===== src/rtl/axi_rd_arbiter.sv =====
// ---------------------------------------------------------------------------
// axi_rd_arbiter
//   Shares one AXI4 read master port between NUM_REQ fetch engines.
//   AR channel: round-robin arbitration, one address in flight per grant.
//   The winning payload is registered and driven on the master AR channel,
//   with ARID carrying the requester index (zero-extended).
//   R channel: unbuffered. Beats are steered back to the requester named by
//   the low IDX_W bits of RID. Beats naming a non-existent requester are
//   accepted and dropped, and they set a sticky error flag.
//   Each requester may have at most MAX_OUTST bursts outstanding.
//
//   Handshake rule on every channel: a transfer happens on the rising edge
//   where valid and ready are both high. Valid never waits for ready. Once
//   raised, the master AR valid and its payload hold until the transfer.
//
// Ports
//   m_axi_aclk, m_axi_aresetn         clock, async active-low reset
//   s_araddr/arlen/arsize/arburst     packed per-requester AR payload
//   s_arvalid / s_arready             per-requester AR handshake
//   s_rdata/rresp/rlast               broadcast R payload
//   s_rvalid / s_rready               per-requester R handshake
//   m_axi_ar*                         master AR channel (registered)
//   m_axi_r*                          master R channel
//   busy                              AR pending or any burst outstanding
//   err_unmapped                      sticky: beat arrived for an unknown RID
//   dbg_state                         current FSM state (0 = IDLE, 1 = ADDR)
// ---------------------------------------------------------------------------
module axi_rd_arbiter #(
    parameter int NUM_REQ            = 2,
    parameter int C_M_AXI_ID_WIDTH   = 8,
    parameter int C_M_AXI_ADDR_WIDTH = 32,
    parameter int C_M_AXI_DATA_WIDTH = 32,
    parameter int MAX_OUTST          = 4
) (
    input  logic                                  m_axi_aclk,
    input  logic                                  m_axi_aresetn,
    input  logic [NUM_REQ*C_M_AXI_ADDR_WIDTH-1:0] s_araddr,
    input  logic [NUM_REQ*8-1:0]                  s_arlen,
    input  logic [NUM_REQ*3-1:0]                  s_arsize,
    input  logic [NUM_REQ*2-1:0]                  s_arburst,
    input  logic [NUM_REQ-1:0]                    s_arvalid,
    output logic [NUM_REQ-1:0]                    s_arready,
    output logic [C_M_AXI_DATA_WIDTH-1:0]         s_rdata,
    output logic [1:0]                            s_rresp,
    output logic                                  s_rlast,
    output logic [NUM_REQ-1:0]                    s_rvalid,
    input  logic [NUM_REQ-1:0]                    s_rready,
    output logic [C_M_AXI_ID_WIDTH-1:0]           m_axi_arid,
    output logic [C_M_AXI_ADDR_WIDTH-1:0]         m_axi_araddr,
    output logic [7:0]                            m_axi_arlen,
    output logic [2:0]                            m_axi_arsize,
    output logic [1:0]                            m_axi_arburst,
    output logic                                  m_axi_arvalid,
    input  logic                                  m_axi_arready,
    input  logic [C_M_AXI_ID_WIDTH-1:0]           m_axi_rid,
    input  logic [C_M_AXI_DATA_WIDTH-1:0]         m_axi_rdata,
    input  logic [1:0]                            m_axi_rresp,
    input  logic                                  m_axi_rlast,
    input  logic                                  m_axi_rvalid,
    output logic                                  m_axi_rready,
    output logic                                  busy,
    output logic                                  err_unmapped,
    output logic                                  dbg_state
);

    localparam int IDX_W = (NUM_REQ > 1) ? $clog2(NUM_REQ) : 1;
    localparam int AW    = C_M_AXI_ADDR_WIDTH;
    localparam int IDW   = C_M_AXI_ID_WIDTH;

    typedef enum logic {
        ST_IDLE = 1'b0,
        ST_ADDR = 1'b1
    } state_t;

    state_t           state_q, state_d;
    logic [IDX_W-1:0] rr_ptr_q, rr_ptr_d;
    logic [3:0]       cnt_q [NUM_REQ];
    logic [3:0]       cnt_d [NUM_REQ];
    logic [IDW-1:0]   arid_q, arid_d;
    logic [AW-1:0]    araddr_q, araddr_d;
    logic [7:0]       arlen_q, arlen_d;
    logic [2:0]       arsize_q, arsize_d;
    logic [1:0]       arburst_q, arburst_d;
    logic             arvalid_q, arvalid_d;
    logic             err_q, err_d;

    logic [NUM_REQ-1:0] eligible;
    logic               found;
    logic [IDX_W-1:0]   win;
    int                 scan;
    int                 win_i;
    logic               grant;
    logic [IDX_W-1:0]   r_idx;
    logic               r_mapped;
    logic               cmpl;
    logic               any_out;

    for (genvar g = 0; g < NUM_REQ; g++) begin : g_elig
        assign eligible[g] = s_arvalid[g] && (cnt_q[g] < 4'(MAX_OUTST));
    end

    // Round-robin pick: first eligible index starting at rr_ptr, wrapping.
    always_comb begin
        found = 1'b0;
        win   = '0;
        scan  = 0;
        for (int k = 0; k < NUM_REQ; k++) begin
            scan = (int'(rr_ptr_q) + k) % NUM_REQ;
            if (!found && eligible[IDX_W'(scan)]) begin
                found = 1'b1;
                win   = IDX_W'(scan);
            end
        end
    end

    assign grant = (state_q == ST_IDLE) && found;

    always_comb begin
        s_arready = '0;
        if (grant) s_arready[win] = 1'b1;
    end

    // R routing. With a non-power-of-two NUM_REQ some index codes name no
    // requester; those beats are sunk so the master channel cannot stall.
    always_comb begin
        r_idx        = m_axi_rid[IDX_W-1:0];
        r_mapped     = (int'(r_idx) < NUM_REQ);
        s_rvalid     = '0;
        m_axi_rready = 1'b1;
        if (r_mapped) begin
            s_rvalid[r_idx] = m_axi_rvalid;
            m_axi_rready    = s_rready[r_idx];
        end
    end

    assign cmpl    = r_mapped && m_axi_rvalid && m_axi_rready && m_axi_rlast;
    assign s_rdata = m_axi_rdata;
    assign s_rresp = m_axi_rresp;
    assign s_rlast = m_axi_rlast;

    // Outstanding counters: bumped at grant capture, dropped on a routed
    // last beat. Grant and completion together cancel; completion at zero
    // is ignored so a stray rlast cannot wrap the count.
    always_comb begin
        for (int i = 0; i < NUM_REQ; i++) begin
            cnt_d[i] = cnt_q[i];
            if ((grant && win == IDX_W'(i)) &&
                !(cmpl && r_idx == IDX_W'(i) && cnt_q[i] != 4'd0)) begin
                cnt_d[i] = cnt_q[i] + 4'd1;
            end else if (!(grant && win == IDX_W'(i)) &&
                         (cmpl && r_idx == IDX_W'(i) && cnt_q[i] != 4'd0)) begin
                cnt_d[i] = cnt_q[i] - 4'd1;
            end
        end
    end

    always_comb begin
        any_out = 1'b0;
        for (int i = 0; i < NUM_REQ; i++) begin
            if (cnt_q[i] != 4'd0) any_out = 1'b1;
        end
    end

    // FSM next state and registered AR payload.
    always_comb begin
        state_d   = state_q;
        rr_ptr_d  = rr_ptr_q;
        arid_d    = arid_q;
        araddr_d  = araddr_q;
        arlen_d   = arlen_q;
        arsize_d  = arsize_q;
        arburst_d = arburst_q;
        arvalid_d = arvalid_q;
        win_i     = int'(win);
        case (state_q)
            ST_IDLE: begin
                if (found) begin
                    arid_d    = IDW'(win);
                    araddr_d  = s_araddr[win_i*AW +: AW];
                    arlen_d   = s_arlen[win_i*8 +: 8];
                    arsize_d  = s_arsize[win_i*3 +: 3];
                    arburst_d = s_arburst[win_i*2 +: 2];
                    arvalid_d = 1'b1;
                    rr_ptr_d  = (win == IDX_W'(NUM_REQ - 1)) ? '0 : win + 1'b1;
                    state_d   = ST_ADDR;
                end
            end
            ST_ADDR: begin
                if (m_axi_arready) begin
                    arvalid_d = 1'b0;
                    state_d   = ST_IDLE;
                end
            end
            default: state_d = ST_IDLE;
        endcase
    end

    assign err_d = err_q | (m_axi_rvalid && !r_mapped);

    always_ff @(posedge m_axi_aclk or negedge m_axi_aresetn) begin
        if (!m_axi_aresetn) begin
            state_q   <= ST_IDLE;
            rr_ptr_q  <= '0;
            arid_q    <= '0;
            araddr_q  <= '0;
            arlen_q   <= '0;
            arsize_q  <= '0;
            arburst_q <= '0;
            arvalid_q <= 1'b0;
            err_q     <= 1'b0;
            for (int i = 0; i < NUM_REQ; i++) cnt_q[i] <= 4'd0;
        end else begin
            state_q   <= state_d;
            rr_ptr_q  <= rr_ptr_d;
            arid_q    <= arid_d;
            araddr_q  <= araddr_d;
            arlen_q   <= arlen_d;
            arsize_q  <= arsize_d;
            arburst_q <= arburst_d;
            arvalid_q <= arvalid_d;
            err_q     <= err_d;
            for (int i = 0; i < NUM_REQ; i++) cnt_q[i] <= cnt_d[i];
        end
    end

    assign m_axi_arid    = arid_q;
    assign m_axi_araddr  = araddr_q;
    assign m_axi_arlen   = arlen_q;
    assign m_axi_arsize  = arsize_q;
    assign m_axi_arburst = arburst_q;
    assign m_axi_arvalid = arvalid_q;
    assign busy          = (state_q == ST_ADDR) || any_out;
    assign err_unmapped  = err_q;
    assign dbg_state     = state_q;

endmodule


===== config.mk =====
export PLATFORM = sky130hd
export DESIGN_NAME = axi_rd_arbiter
export DESIGN_NICKNAME = d
export VERILOG_FILES = /design/src/rtl/axi_rd_arbiter.sv
export SDC_FILE = /design/constraint.sdc
export NUM_CORES = 1
export LEC_CHECK = 0
export ABC_AREA = 1
export BUFFER_PORTS_ARGS = -buffer_cell sky130_fd_sc_hd__buf_2
export CORE_MARGIN = 4
export CORE_UTILIZATION = 40
export DETAILED_ROUTE_END_ITERATION = 10
export PLACE_DENSITY_LB_ADDON = 0.05
export SYNTH_ARGS = -nofsm -noshare
export SYNTH_HDL_FRONTEND = slang
export SYNTH_SLANG_ARGS = --single-unit

===== constraint.sdc =====
create_clock -name m_axi_aclk -period 3 [get_ports m_axi_aclk]
set_input_delay 0.6 -clock m_axi_aclk [delete_from_list [all_inputs] [get_ports m_axi_aclk]]
set_output_delay 0.6 -clock m_axi_aclk [all_outputs]
set_load 0.005 [all_outputs]

# [Word-level counts from Yosys, hierarchy flattened]
# Cells that the tools add are included.
[totals] regBits=57 in_bits=141 output_inout_bits=97
[op_classes] n_eq_ne=2 addsub=6 mux=28 n_shift=4 magnitude_cmp=7 bitwise_logic=4 multipliers=1 n_reduce_logical=29
[ops] op="64-bit by 7-bit variable part select with 32-bit output" n=1
[ops] op="1-bit 2-to-1 mux" n=19
[ops] op="1-bit logical AND" n=17
[ops] op="4-bit 2-to-1 mux" n=4
[ops] op="16-bit by 5-bit variable part select with 8-bit output" n=1
[ops] op="4-bit by 1-bit adder with 4-bit output, second input constant" n=2
[ops] op="4-bit nonzero test" n=2
[ops] op="4-bit by 1-bit subtractor with 4-bit output, second input constant" n=2
[ops] op="1-bit by 3-bit < comparator with 1-bit output, second input constant" n=2
[ops] op="6-bit by 4-bit variable part select with 3-bit output" n=1
[ops] op="1-bit zero test" n=5
[ops] op="1-bit by 2-bit < comparator with 1-bit output, second input constant" n=2
[ops] op="4-bit by 3-bit < comparator with 1-bit output, second input constant" n=1
[ops] op="2-bit inequality test, second input constant" n=2
[ops] op="1-bit one-hot mux with 2 select lines" n=2
[ops] op="2-bit AND reduction" n=2
[ops] op="2-bit nonzero test" n=2
[ops] op="4-bit by 3-bit variable part select with 2-bit output" n=1
[ops] op="1-bit by 2-bit multiplier with 3-bit output, second input constant" n=1
[ops] op="1-bit NOT" n=3
[ops] op="1-bit adder, second input constant" n=2
[ops] op="2-bit AND" n=1
[ops] op="1-bit demux with 1-bit select" n=2
[ops] op="1-bit >= comparator, second input constant" n=2
[ops] op="2 further kinds" n=2

# [Depth between registers and ports, before layout]
# Gate-level depths: netlist (run 1).
[logic_depth] ltp_word=14 mapped_depth=14 depth_no_buf=13

# [Worst setup path after synthesis (run 1)]
# Ideal clock, no wire load.
[synth_path] path_type="input-to-reg" startpoint="input port s_arvalid[0]" endpoint="register cnt_q[3] (netlist name)" path_buffers=1 setup_ns=0.117 arrival_time_ns=2.243 setup_slack_ns=0.640 cell_stages=13 cell_sequence="inv_1 nor2_2 nand2_4 nor2_2 buf_2 ha_1 inv_1 ha_1 or2_2 nand2_1 nand2_1 nand3_1 nand2_1"
[synth_between] elab_chain_len=12 word_cells_on_any_way=18 classes_between="mux (9); reduce/logical (9)"
[synth_lines] item="start, declared" line_no="41" source="input logic [NUM_REQ-1:0] s_arvalid,"
[synth_lines] item="1-bit logical AND (*)" line_no="99" source="assign eligible[g] = s_arvalid[g] && (cnt_q[g] < 4'(MAX_OUTST));"
[synth_lines] item="1-bit 2-to-1 mux (implied by the code) (2 in series)" line_no="109" source="if (!found && eligible[IDX_W'(scan)]) begin"
[synth_lines] item="1-bit 2-to-1 mux" line_no="109"
[synth_lines] item="1-bit zero test" line_no="109"
[synth_lines] item="1-bit logical AND" line_no="109"
[synth_lines] item="1-bit 2-to-1 mux" line_no="109"
[synth_lines] item="1-bit logical AND" line_no="116" source="assign grant = (state_q == ST_IDLE) && found;"
[synth_lines] item="1-bit logical AND (*)" line_no="147, 150"
[synth_lines] item="1-bit zero test" line_no="150" source="end else if (!(grant && win == IDX_W'(i)) &&"
[synth_lines] item="1-bit logical AND" line_no="150"
[synth_lines] item="2-bit nonzero test (no source line)"
[synth_lines] item="end, declared" line_no="77" source="logic [3:0] cnt_q [NUM_REQ];"
# Every way passes the cells marked *; elsewhere a longest branch is shown, timed or not. The select of a mux whose other input is x is not followed.
# A chain may end at the register's enable or synchronous reset.

# [Worst setup path after layout (run 1)]
[layout_path] startpoint="register state_q, in the netlist dbg_state" endpoint="output port s_arready[1]"
[layout_between] elab_chain_len=3
[layout_lines] item="start, declared" line_no="75" source="state_t state_q, state_d;"
[layout_lines] item="start signal, assigned" line_no="213" source="state_q <= state_d;"
[layout_lines] item="1-bit NOT"
[layout_lines] item="1-bit logical AND" line_no="116"
[layout_lines] item="2-bit 2-to-1 mux" line_no="120" source="if (grant) s_arready[win] = 1'b1;"
[layout_lines] item="end, declared" line_no="42" source="output logic [NUM_REQ-1:0] s_arready,"
# No other way between the ends.

==> results of run 1 <==
final timing paths:
kind,slack (ps),startpoint,endpoint,cells past startpoint
max,390,dbg_state,s_arready[1],5
min,150,m_axi_aresetn,m_axi_arlen[0],1
max reg2reg,760,dbg_state,cnt_q[3],11
min reg2reg,480,m_axi_arid[0],m_axi_arid[0],2
max in group asynchronous,2230,m_axi_aresetn,m_axi_araddr[1],2
min in group m_axi_aclk,470,m_axi_arready,m_axi_arvalid,2
Yosys cell counts, drive strengths merged:
master | instances | area, µm²
or2 | 2 | 12.5
nand4 | 2 | 12.5
ha | 6 | 75.1
clkbuf | 2 | 7.51
nand3 | 49 | 245
conb | 1 | 3.75
nor2 | 12 | 73.8
o21ai | 4 | 20.0
a21oi | 3 | 15.0
fa | 2 | 40.0
buf | 55 | 422
xnor2 | 4 | 35.0
inv | 15 | 56.3
nand2 | 171 | 649
dfrtp | 57 | 1430
cell families (layout without fill, tap and decap cells):
logic type	count (synthesis)	after routing	share of synthesized area (%)
buffers and inverters	72	188	15.7
other	1	8	0.121
AND/OR/NAND/NOR	236	236	32.1
AO/OA/AOI/OAI	7	7	1.13
flip-flops	57	57	46.1
adder cells (fa/ha/maj)	8	8	3.72
XOR/XNOR	4	4	1.13
through the flow:
stage | power, W | setup slack [ps] | instance area (µm²)
detailed placement | 0.00293 | 416 | 3620
floorplan | 0.00237 | 640 | 3120
finish | 0.00358 | 393 | 3820
global route | 0.00394 | 172 | 3820
global placement | 0.00290 | 418 | 3620
CTS | 0.00366 | 300 | 3820
area by class of cell:
class | instances | area [µm²]
Sequential cell | 57 | 1430
Timing Repair Buffer | 158 | 803
Clock buffer | 12 | 155
Tap cell | 99 | 124
Multi-Input combinational cell | 263 | 1210
Inverter | 15 | 56.3
Fill cell | 748 | 3550
Clock inverter | 3 | 40.0
critical path, stage by stage, from the launching register on:
cell and delay [ps]:
dfrtp_1 420, nor2_2 220, nand2_4 240, nor2_4 160
buf_4 440, buf_2 210
per-layer routing:
metal / GRT usage (%) / up-vias / wire (µm)
li1: - / 1389 / -
met1: 20.3 / 1302 / 3250
met4: 6.28 / 0 / 93
met2: 32.3 / 97 / 4390
met3: 3.60 / 17 / 551
met5: 0 / - / 0
report_power, final:
part	total [W]	switching, W	internal, W
clock network	0.000710	0.000288	0.000422
registers	0.00137	0.000232	0.00114
logic	0.00150	0.000825	0.000676
total	0.00358	0.00134	0.00224
sequential cells by signal, summed over array words and instances (netlist names):
signal	flops
cnt_q	8
m_axi_arid	1
m_axi_arlen	8
m_axi_araddr	32
m_axi_arburst	2
m_axi_arsize	3
m_axi_arvalid	1
rr_ptr_q	1
dbg_state	1
==> reports/qor.txt, run 1 <==
status = finished clean
Fmax = 384 MHz
TritonRoute pass-1 iters = 7
Vias/cell = 4.62
Fin Hold WS = 150 ps
HPWL Detailed = 6330 µm
Synth cell types = 21
DRC = 0
H-tree depth = 3
startpoint types = flop
critical path capture point type = output pin
Critical Path Fanout Max = 47
WS Path Type = flop to output pin
commonest cells after routing, fill and taps aside = nand2_1 (170), buf_2 (153), dfrtp_1 (57), nand3_1 (49), inv_1 (15)
Gate Count Post-Synth = 385
Rows = 31
PostCTS Resize Cnt = 0
Peak VDD IR = 0.379 mV
hold crit path type = primary input to asynchronous set/reset pin
Net count, final = 653
clock sinks = 57
first-pass GRT wire length = 12600 µm
WL per Instance = 13.6 µm
Mapped Area = 0.00309 mm²
hold_buf cts = 0
worst skew pair latency = 320 ps
CTS clk-pin slew, worst paths = 60 ps
total die area = 0.00921 mm²
clk buf depth = 2
All-Layer GR Usage = 17.7%
ANT nets after route = 0
vias in the first global route = 2691
WP data arrival = 2010 ps
DRT iter0 DRCs = 72
Slew Limit Fails = 0
initial antenna violation count = 0
syn avg cell area = 8.04 µm²
Root Driver = clkbuf_8
register bit count reported by yosys = 57
layout cells sized above 1 = 35.2%
Initial Utilization = 42.0%
final hold vios = 0
Layout area overhead = 23.4%
ANT cells = 0
Final Wtd Congestion = 0.815
Vias = 2805
Layout Utilization = 51.8%
Setup violations, final = 0
Die H = 96.0 µm
Worst EP required = 2400 ps
sum of negative setup slack = 0 ps
Die X = 96.0 µm
Pwr Density = 938 mW/mm²
final WL = 8280 µm
Inst Count DP = 592
number of max-cap violations = 0
Tcrit/Tclk final = 86.9%
Worst Skew = 5.16 ps
post-route insts no fill = 607
RSZ-0062 raised after global routing = false
gr ovfl total = 0
buffer count from post-CTS setup fixing = 0
register area share after synthesis = 46.1%
Yosys warning total = 0
Pleak = 2.17 nW
IO Port Bufs = 153
I/O pins = 238
CTS buffer count = 9
most common cell after layout, fill and taps aside = nand2_1
largest net degree at the start of global routing = 48
Final Critical Period = 2610 ps
Core Box Area = 0.00737 mm²
CTS tree = done
No activity file was read; power rests on OpenSTA's default activity.
==> run 2: changes to the inputs <==
--- a/config.mk
+++ b/config.mk
@@ -7,8 +7,10 @@
 export LEC_CHECK = 0
 export ABC_AREA = 1
 export BUFFER_PORTS_ARGS = -buffer_cell sky130_fd_sc_hd__buf_2
+export CELL_PAD_IN_SITES_DETAIL_PLACEMENT = 1
+export CELL_PAD_IN_SITES_GLOBAL_PLACEMENT = 1
 export CORE_MARGIN = 4
-export CORE_UTILIZATION = 40
+export CORE_UTILIZATION = 27
 export DETAILED_ROUTE_END_ITERATION = 10
 export PLACE_DENSITY_LB_ADDON = 0.05
 export SYNTH_ARGS = -nofsm -noshare
==> constraint.sdc (replaced) <==
create_clock -name m_axi_aclk -period 2.8 [get_ports m_axi_aclk]
set_input_delay 0.56 -clock m_axi_aclk [delete_from_list [all_inputs] [get_ports m_axi_aclk]]
set_output_delay 0.56 -clock m_axi_aclk [all_outputs]
set_load 0.005 [all_outputs]
==> run 2 against run 1 <==
Cell count grew 7.1%; core utilization shrank 16 points; sequential power grew 8%; critical path depth is the same; setup slack gained 1.2 ps; clock power grew 41%; critical endpoint unchanged; combinational power grew 10%; hold slack gained 160 ps; first-iteration DRC count grew 33%.
==> reports/qor.txt, run 2 (synthesis results as in run 1) <==
NetSw = 0.00153 W (+14%)
initial antenna violation count = 0 (unchanged)
final hold vios = 0 (unchanged)
status = finished clean
sw frac = 37.1% (-0.44 points)
hold_buf cts = 0 (unchanged)
Net count, final = 654 (+0.15%)
Fmax = 416 MHz
family with the most delay on the worst path = buffers and inverters
Vias/cell = 4.34 (-6.2%)
Critical Path Fanout Max = 47 (unchanged)
hold crit path type = primary input to asynchronous set/reset pin
max FFs per register = 32 (unchanged)
CTS tree = done
Die H = 115 µm (+20%)
final instance area = 0.00396 mm² (+3.6%)
Peak VDD IR = 0.280 mV (-26%)
met3 wire length = 806 µm (+46%)
Seq pwr share = 35.8% (-2.5 points)
startpoint types = flop
WL per Instance = 14.5 µm (+6.5%)
Layout area overhead = 27.9%
Vias = 2818 (+0.46%)
clk buf depth = 2 (unchanged)
Pwr Density = 1040 mW/mm² (+11%)
commonest cells after routing, fill and taps aside = nand2_1 (170), buf_2 (153), dfrtp_1 (57), nand3_1 (49), inv_1 (15)
CP cell instances = nor2_2 > nand2_4 > nor2_4 > buf_4 > buf_2
Buffers & Inverters on Critical Path = 2 (unchanged)
Setup violations, final = 0 (unchanged)
Root Driver = clkbuf_16
final WL = 9440 µm (+14%)
gr ovfl total = 0 (unchanged)
buffer count from post-CTS setup fixing = 0 (unchanged)
ANT cells = 0 (unchanged)
Worst Skew = 7.62 ps (+2.46 ps)
IO Port Bufs = 153 (unchanged)
internal power = 0.00260 W (+16%)
sum of negative setup slack = 0 ps (unchanged)
Pleak = 2.21 nW (+1.9%)
number of max-cap violations = 0 (unchanged)
All-Layer GR Usage = 14.6% (-3.0 points)
Final Critical Period = 2410 ps
worst-margin pin slew = 757 ps
CTS clk-pin slew, worst paths = 50 ps (about the same)
HPWL Detailed = 6860 µm (+8.4%)
WP data arrival = 1850 ps (-160 ps)
DRT iter0 DRCs = 96 (+33%)
clock sinks = 57 (unchanged)
relative slew slack = 49.5%
PostCTS Resize Cnt = 0 (unchanged)
Worst path max stage delay = 460 ps (+20 ps)
largest net degree at the start of global routing = 48 (unchanged)
CP max-delay cell = buf_4
Tcrit/Tclk final = 85.9%
RSZ-0062 raised after global routing = false
worst skew pair latency = 320 ps (about the same)
Core Box Area = 0.0110 mm² (+50%)
Die X = 115 µm (+20%)
Rows = 38 (+23%)
layout cells sized above 1 = 35.3% (+0.058 points)
Clk pwr share = 24.3% (+4.5 points)
Worst EP required = 2240 ps (-160 ps)
met2 wire len = 4320 µm (-1.4%)
I/O pins = 238 (unchanged)
Gate power share = 39.9% (-2.0 points)
Final Wtd Congestion = 0.767 (-5.8%)
first-pass GRT wire length = 15200 µm (+21%)
Slew Limit Fails = 0 (unchanged)
top routing layer used = met4
vias in the first global route = 3029 (+13%)
WL met1 = 4200 µm (+29%)
fill cell count = 1416 (+89%)
Initial Utilization = 28.1% (-14 points)
critical path capture point type = output pin
most common cell after layout, fill and taps aside = nand2_1
total die area = 0.0132 mm² (+44%)
CTS buffer count = 9 (unchanged)
TritonRoute pass-1 iters = 4 (-3)
DRC = 0 (unchanged)
Placed Instance Area = 0.00368 mm² (+1.6%)
H-tree depth = 3 (unchanged)
WS Path Type = flop to output pin
ANT nets after route = 0 (unchanged)
==> run 2: changes by cell type in the layout (fill, tap and decap cells not counted), sizes merged <==
cell,change
buf,+1
bufinv,-1
clkbuf,+1
clkinv,+1
==> run 2: power groups by stage <==
stage / clock network, W / logic, W / registers (W)
detailed placement: 0 / 0.00171 / 0.00149
CTS: 0.00104 / 0.00171 / 0.00148
global route: 0.00107 / 0.00193 / 0.00154
floorplan: 0 / 0.00104 / 0.00150
global placement: 0 / 0.00166 / 0.00148
finish: 0.00100 / 0.00165 / 0.00148
==> run 2: metal layers <==
layer  GRT usage [%]  vias to the layer above
met4            4.93                        0
li1                -                     1387
met3            3.79                       19
met1            18.3                     1287
met5               0                        -
met2            24.6                      125
==> run 2: worst paths after layout <==
path / from / endpoint / slack, ps / cells past startpoint
setup / recovery: dbg_state / s_arready[1] / 390 / 5
hold / removal: m_axi_aresetn / m_axi_araddr[29] / 310 / 1
setup reg to reg: dbg_state / cnt_q[3] / 740 / 11
hold reg to reg: m_axi_araddr[6] / m_axi_araddr[6] / 490 / 2
max in group asynchronous: m_axi_aresetn / m_axi_arburst[1] / 1770 / 2
min in group m_axi_aclk: m_axi_arready / m_axi_arvalid / 440 / 2
==> run 2: layout make-up <==
| type | count | area (µm²) | share of cell area (%) |
|---|---|---|---|
| Clock buffer | 13 | 260 | 6.58 |
| Timing Repair Buffer | 159 | 811 | 20.5 |
| Inverter | 15 | 56.3 | 1.42 |
| Tap cell | 140 | 175 | 4.43 |
| Multi-Input combinational cell | 263 | 1210 | 30.7 |
| Sequential cell | 57 | 1430 | 36.0 |
| Clock inverter | 3 | 15.0 | 0.379 |
==> run 2: through the flow <==
stage	setup slack (ps)	cells	hold slack, ps	utilization (%)	power [W]
after floorplan	480	392	264	-	0.00253
after CTS	331	650	349	35.9	0.00424
final	394	650	311	35.9	0.00413
after global placement	467	634	472	33.4	0.00315
after detailed placement	443	634	480	33.4	0.00319
after global routing	223	650	387	35.9	0.00454
==> run 2: worst reg2reg max path: cells and delay by family (launching register included) <==
kind,cells,cell delay (ps)
buffers and inverters,1,90
DFF,1,420
and+or+nand+nor,8,990
adders and majority gates,2,470
==> run 3: changes to the inputs <==
--- a/config.mk
+++ b/config.mk
@@ -5,12 +5,11 @@
 export SDC_FILE = /design/constraint.sdc
 export NUM_CORES = 1
 export LEC_CHECK = 0
-export ABC_AREA = 1
 export BUFFER_PORTS_ARGS = -buffer_cell sky130_fd_sc_hd__buf_2
 export CELL_PAD_IN_SITES_DETAIL_PLACEMENT = 1
 export CELL_PAD_IN_SITES_GLOBAL_PLACEMENT = 1
 export CORE_MARGIN = 4
-export CORE_UTILIZATION = 27
+export CORE_UTILIZATION = 28
 export DETAILED_ROUTE_END_ITERATION = 10
 export PLACE_DENSITY_LB_ADDON = 0.05
 export SYNTH_ARGS = -nofsm -noshare
==> run 3 against run 2 <==
Clock-buffer cell count is 2 lower; critical path depth rose by 3; cell area increased by 4.9%; synthesized cell count fell by 17%; sequential cell count unchanged; clock power grew 16%; non-clock buffer count is 4 higher; synthesized area increased by 3.6%; setup slack got worse by 190 ps; die area about the same; fmax is 7.3% lower; first-iteration DRC count down 27%.
==> reports/qor.txt, run 3 <==
status = finished clean
register area share after synthesis = 44.5% (-1.6 points)
initial antenna violation count = 0 (unchanged)
ANT cells = 0 (unchanged)
critical path capture point type = flop
ANT nets after route = 0 (unchanged)
All-Layer GR Usage = 13.2% (-1.5 points)
WS Path Type = flop to flop
CTS buffer count = 9 (unchanged)
I/O pins = 238 (unchanged)
clock sinks = 57 (unchanged)
PostCTS Resize Cnt = 0 (unchanged)
largest family of logic cells by synthesized area = multiplexers
fill cell count = 1343 (-5.2%)
max FFs per register = 32 (unchanged)
most common cell after layout, fill and taps aside = buf_2
sum of negative setup slack = 0 ps (unchanged)
CTS tree = done
worst skew pair latency = 320 ps (about the same)
IO Port Bufs = 153 (unchanged)
Peak VDD IR = 0.445 mV (+59%)
Root Driver = clkbuf_16
area of the multi-input gates = 0.00138 mm² (+14%)
Post-synth EDFFs = 0 (unchanged)
Worst Skew = 7.95 ps (+0.327 ps)
syn avg cell area = 10.1 µm² (+25%)
Tcrit/Tclk final = 92.7% (+6.8 points)
Vias = 2626 (-6.8%)
Mapped Area = 0.00321 mm² (+3.6%)
startpoint types = flop
Die H = 115 µm (about the same)
Pwr Density = 1110 mW/mm² (+6.6%)
commonest cells in the netlist = dfrtp_1 (57), a21oi_1 (49), mux2i_1 (47)
Final Wtd Congestion = 0.717 (-6.5%)
Synth cell types = 30 (+43%)
largest net degree at the start of global routing = 80 (+67%)
HPWL Detailed = 6780 µm (-1.1%)
vias in the first global route = 2804 (-7.4%)
XOR/XNOR Fraction of Synth Area = 1.37% (+0.23 points)
Net count, final = 587 (-10%)
Slew Limit Fails = 0 (unchanged)
most area-hungry cell type in the Yosys netlist = dfrtp_1
proportion of synthesized area in mux cells = 16.1% (+16 points)
Async S/R FF share, synth = 100% (unchanged)
buffer count from post-CTS setup fixing = 0 (unchanged)
RSZ-0062 raised after global routing = false
clk buf depth = 2 (unchanged)
Vias/cell = 4.50 (+3.9%)
Die X = 115 µm (about the same)
Gate Count Post-Synth = 318 (-17%)
Synth area leaders = dfrtp_1 (44%), mux2i_1 (15%), buf_4 (11%)
commonest cells after routing, fill and taps aside = buf_2 (153), dfrtp_1 (55), a21oi_1 (49), mux2i_1 (47), nor2_1 (45)
WL per Instance = 14.9 µm (+2.5%)
number of max-cap violations = 0 (unchanged)
hold crit path type = primary input to asynchronous set/reset pin
Synth Area in Compound Gates = 10.1% (+8.9 points)
worst-margin pin slew = 814 ps (+57.0 ps)
Fin Hold WS = 328 ps (+16.5 ps)
Synth top area share = 44.5% (-1.6 points)
Main synth FF type = dfrtp_1
total die area = 0.0132 mm² (about the same)
first-pass GRT wire length = 13800 µm (-9.5%)
Yosys warning total = 0 (unchanged)
final WL = 8670 µm (-8.1%)
Final Critical Period = 2600 ps (+191 ps)
Worst EP required = 2990 ps (+750 ps)
Setup violations, final = 0 (unchanged)
H-tree depth = 3 (unchanged)
relative slew slack = 45.7% (-3.8 points)
layout cells sized above 1 = 41.5% (+6.2 points)
TritonRoute pass-1 iters = 6 (+2)
gr ovfl total = 0 (unchanged)
Core Box Area = 0.0110 mm² (unchanged)
most common cell in the netlist = dfrtp_1
Pleak = 2.04 nW (-8.0%)
final hold vios = 0 (unchanged)
CTS clk-pin slew, worst paths = 50 ps (about the same)
Layout area overhead = 29.5%
Synth Area in Simple Gates = 11.0% (-21 points)
Fmax = 385 MHz (-7.3%)
DRT iter0 DRCs = 70 (-27%)
area share of fa/ha/maj cells after synthesis = 3.59% (-0.13 points)
Rows = 38 (unchanged)
register bit count reported by yosys = 57 (unchanged)
WP data arrival = 2790 ps (+940 ps)
hold_buf cts = 0 (unchanged)
Critical Path Fanout Max = 5 (-89%)
Initial Utilization = 29.1% (+1.0 points)
FF/Latch Area = 0.00143 mm² (+0.18%)
DRC = 0 (unchanged)
[run 3: cell types whose count changed in the layout (fill, tap and decap cells not counted), sizes merged, moves of 3 or more]
| cell | previous run | this run |
|---|---|---|
| nand3 | 49 | 4 |
| mux2 | 0 | 4 |
| buf | 159 | 163 |
| inv | 15 | 3 |
| a21oi | 3 | 49 |
| nand2 | 171 | 5 |
| nor2 | 12 | 45 |
| mux2i | 0 | 47 |
| or4 | 0 | 4 |
| or3 | 0 | 3 |
| o211ai | 0 | 4 |
| and2 | 0 | 3 |
[run 3: worst max-delay path, cell delays in order, from the launching register on]
cell	delay, ps
dfrtp_1	430
or4_4	560
nand4_1	110
ha_1	170
inv_1	90
ha_1	360
or4_1	530
o211ai_1	110
o211ai_1	100
[run 3: area by class of cell]
cell class | instances | share of cell area, %
Clock buffer | 11 | 5.61
Clock inverter | 5 | 1.93
Inverter | 3 | 0.271
Multi-Input combinational cell | 204 | 33.3
Sequential cell | 57 | 34.4
Tap cell | 140 | 4.22
Timing Repair Buffer | 163 | 20.3
[run 3: stage by stage]
stage / worst slack (ps) / power (W) / std cells / util, % / cell area (µm²)
finish: 203 / 0.00462 / 583 / 37.6 / 4150
global route: 40.9 / 0.00502 / 583 / 37.6 / 4150
CTS: 142 / 0.00472 / 583 / 37.6 / 4150
detailed placement: 165 / 0.00353 / 567 / 34.8 / 3830
global placement: 180 / 0.00348 / 567 / 34.8 / 3830
floorplan: 105 / 0.00280 / 325 / - / 3230
[run 3: path summary, 6_finish.rpt]
path                               endpoint  slack [ps]  cells after the start          start
setup / recovery                   cnt_q[3]         200                      8       cnt_q[1]
hold / removal              m_axi_araddr[6]         330                      1  m_axi_aresetn
setup reg to reg                   cnt_q[3]         200                      8       cnt_q[1]
hold reg to reg               m_axi_arvalid         470                      1  m_axi_arvalid
max in group asynchronous  m_axi_araddr[20]        1800                      2  m_axi_aresetn
min in group m_axi_aclk       m_axi_arvalid         470                      1  m_axi_arvalid
[run 3: cells by family (layout without fill, tap and decap cells)]
group,after synthesis,in the layout
buf+inv,64,182
simple gates,73,73
compound gates,59,59
mux,51,51
fa+ha+maj,8,8
other cells,1,8
flops,57,57
xor+xnor,5,5
[run 3: where the power goes]
group / internal, W / switching [W] / total [W]
clock network: 0.000777 / 0.000379 / 0.00116
registers: 0.00124 / 0.000259 / 0.00150
logic: 0.000934 / 0.00103 / 0.00196
total: 0.00295 / 0.00167 / 0.00462
[run 3: per-layer routing]
layer  GRT usage (%)  routed length [µm]  vias to the layer above
met2            21.1                4090                      114
met3            4.05                 787                       18
met1            16.3                3650                     1208
li1                -                   -                     1286
met4            5.79                 140                        0
met5               0                   0                        -
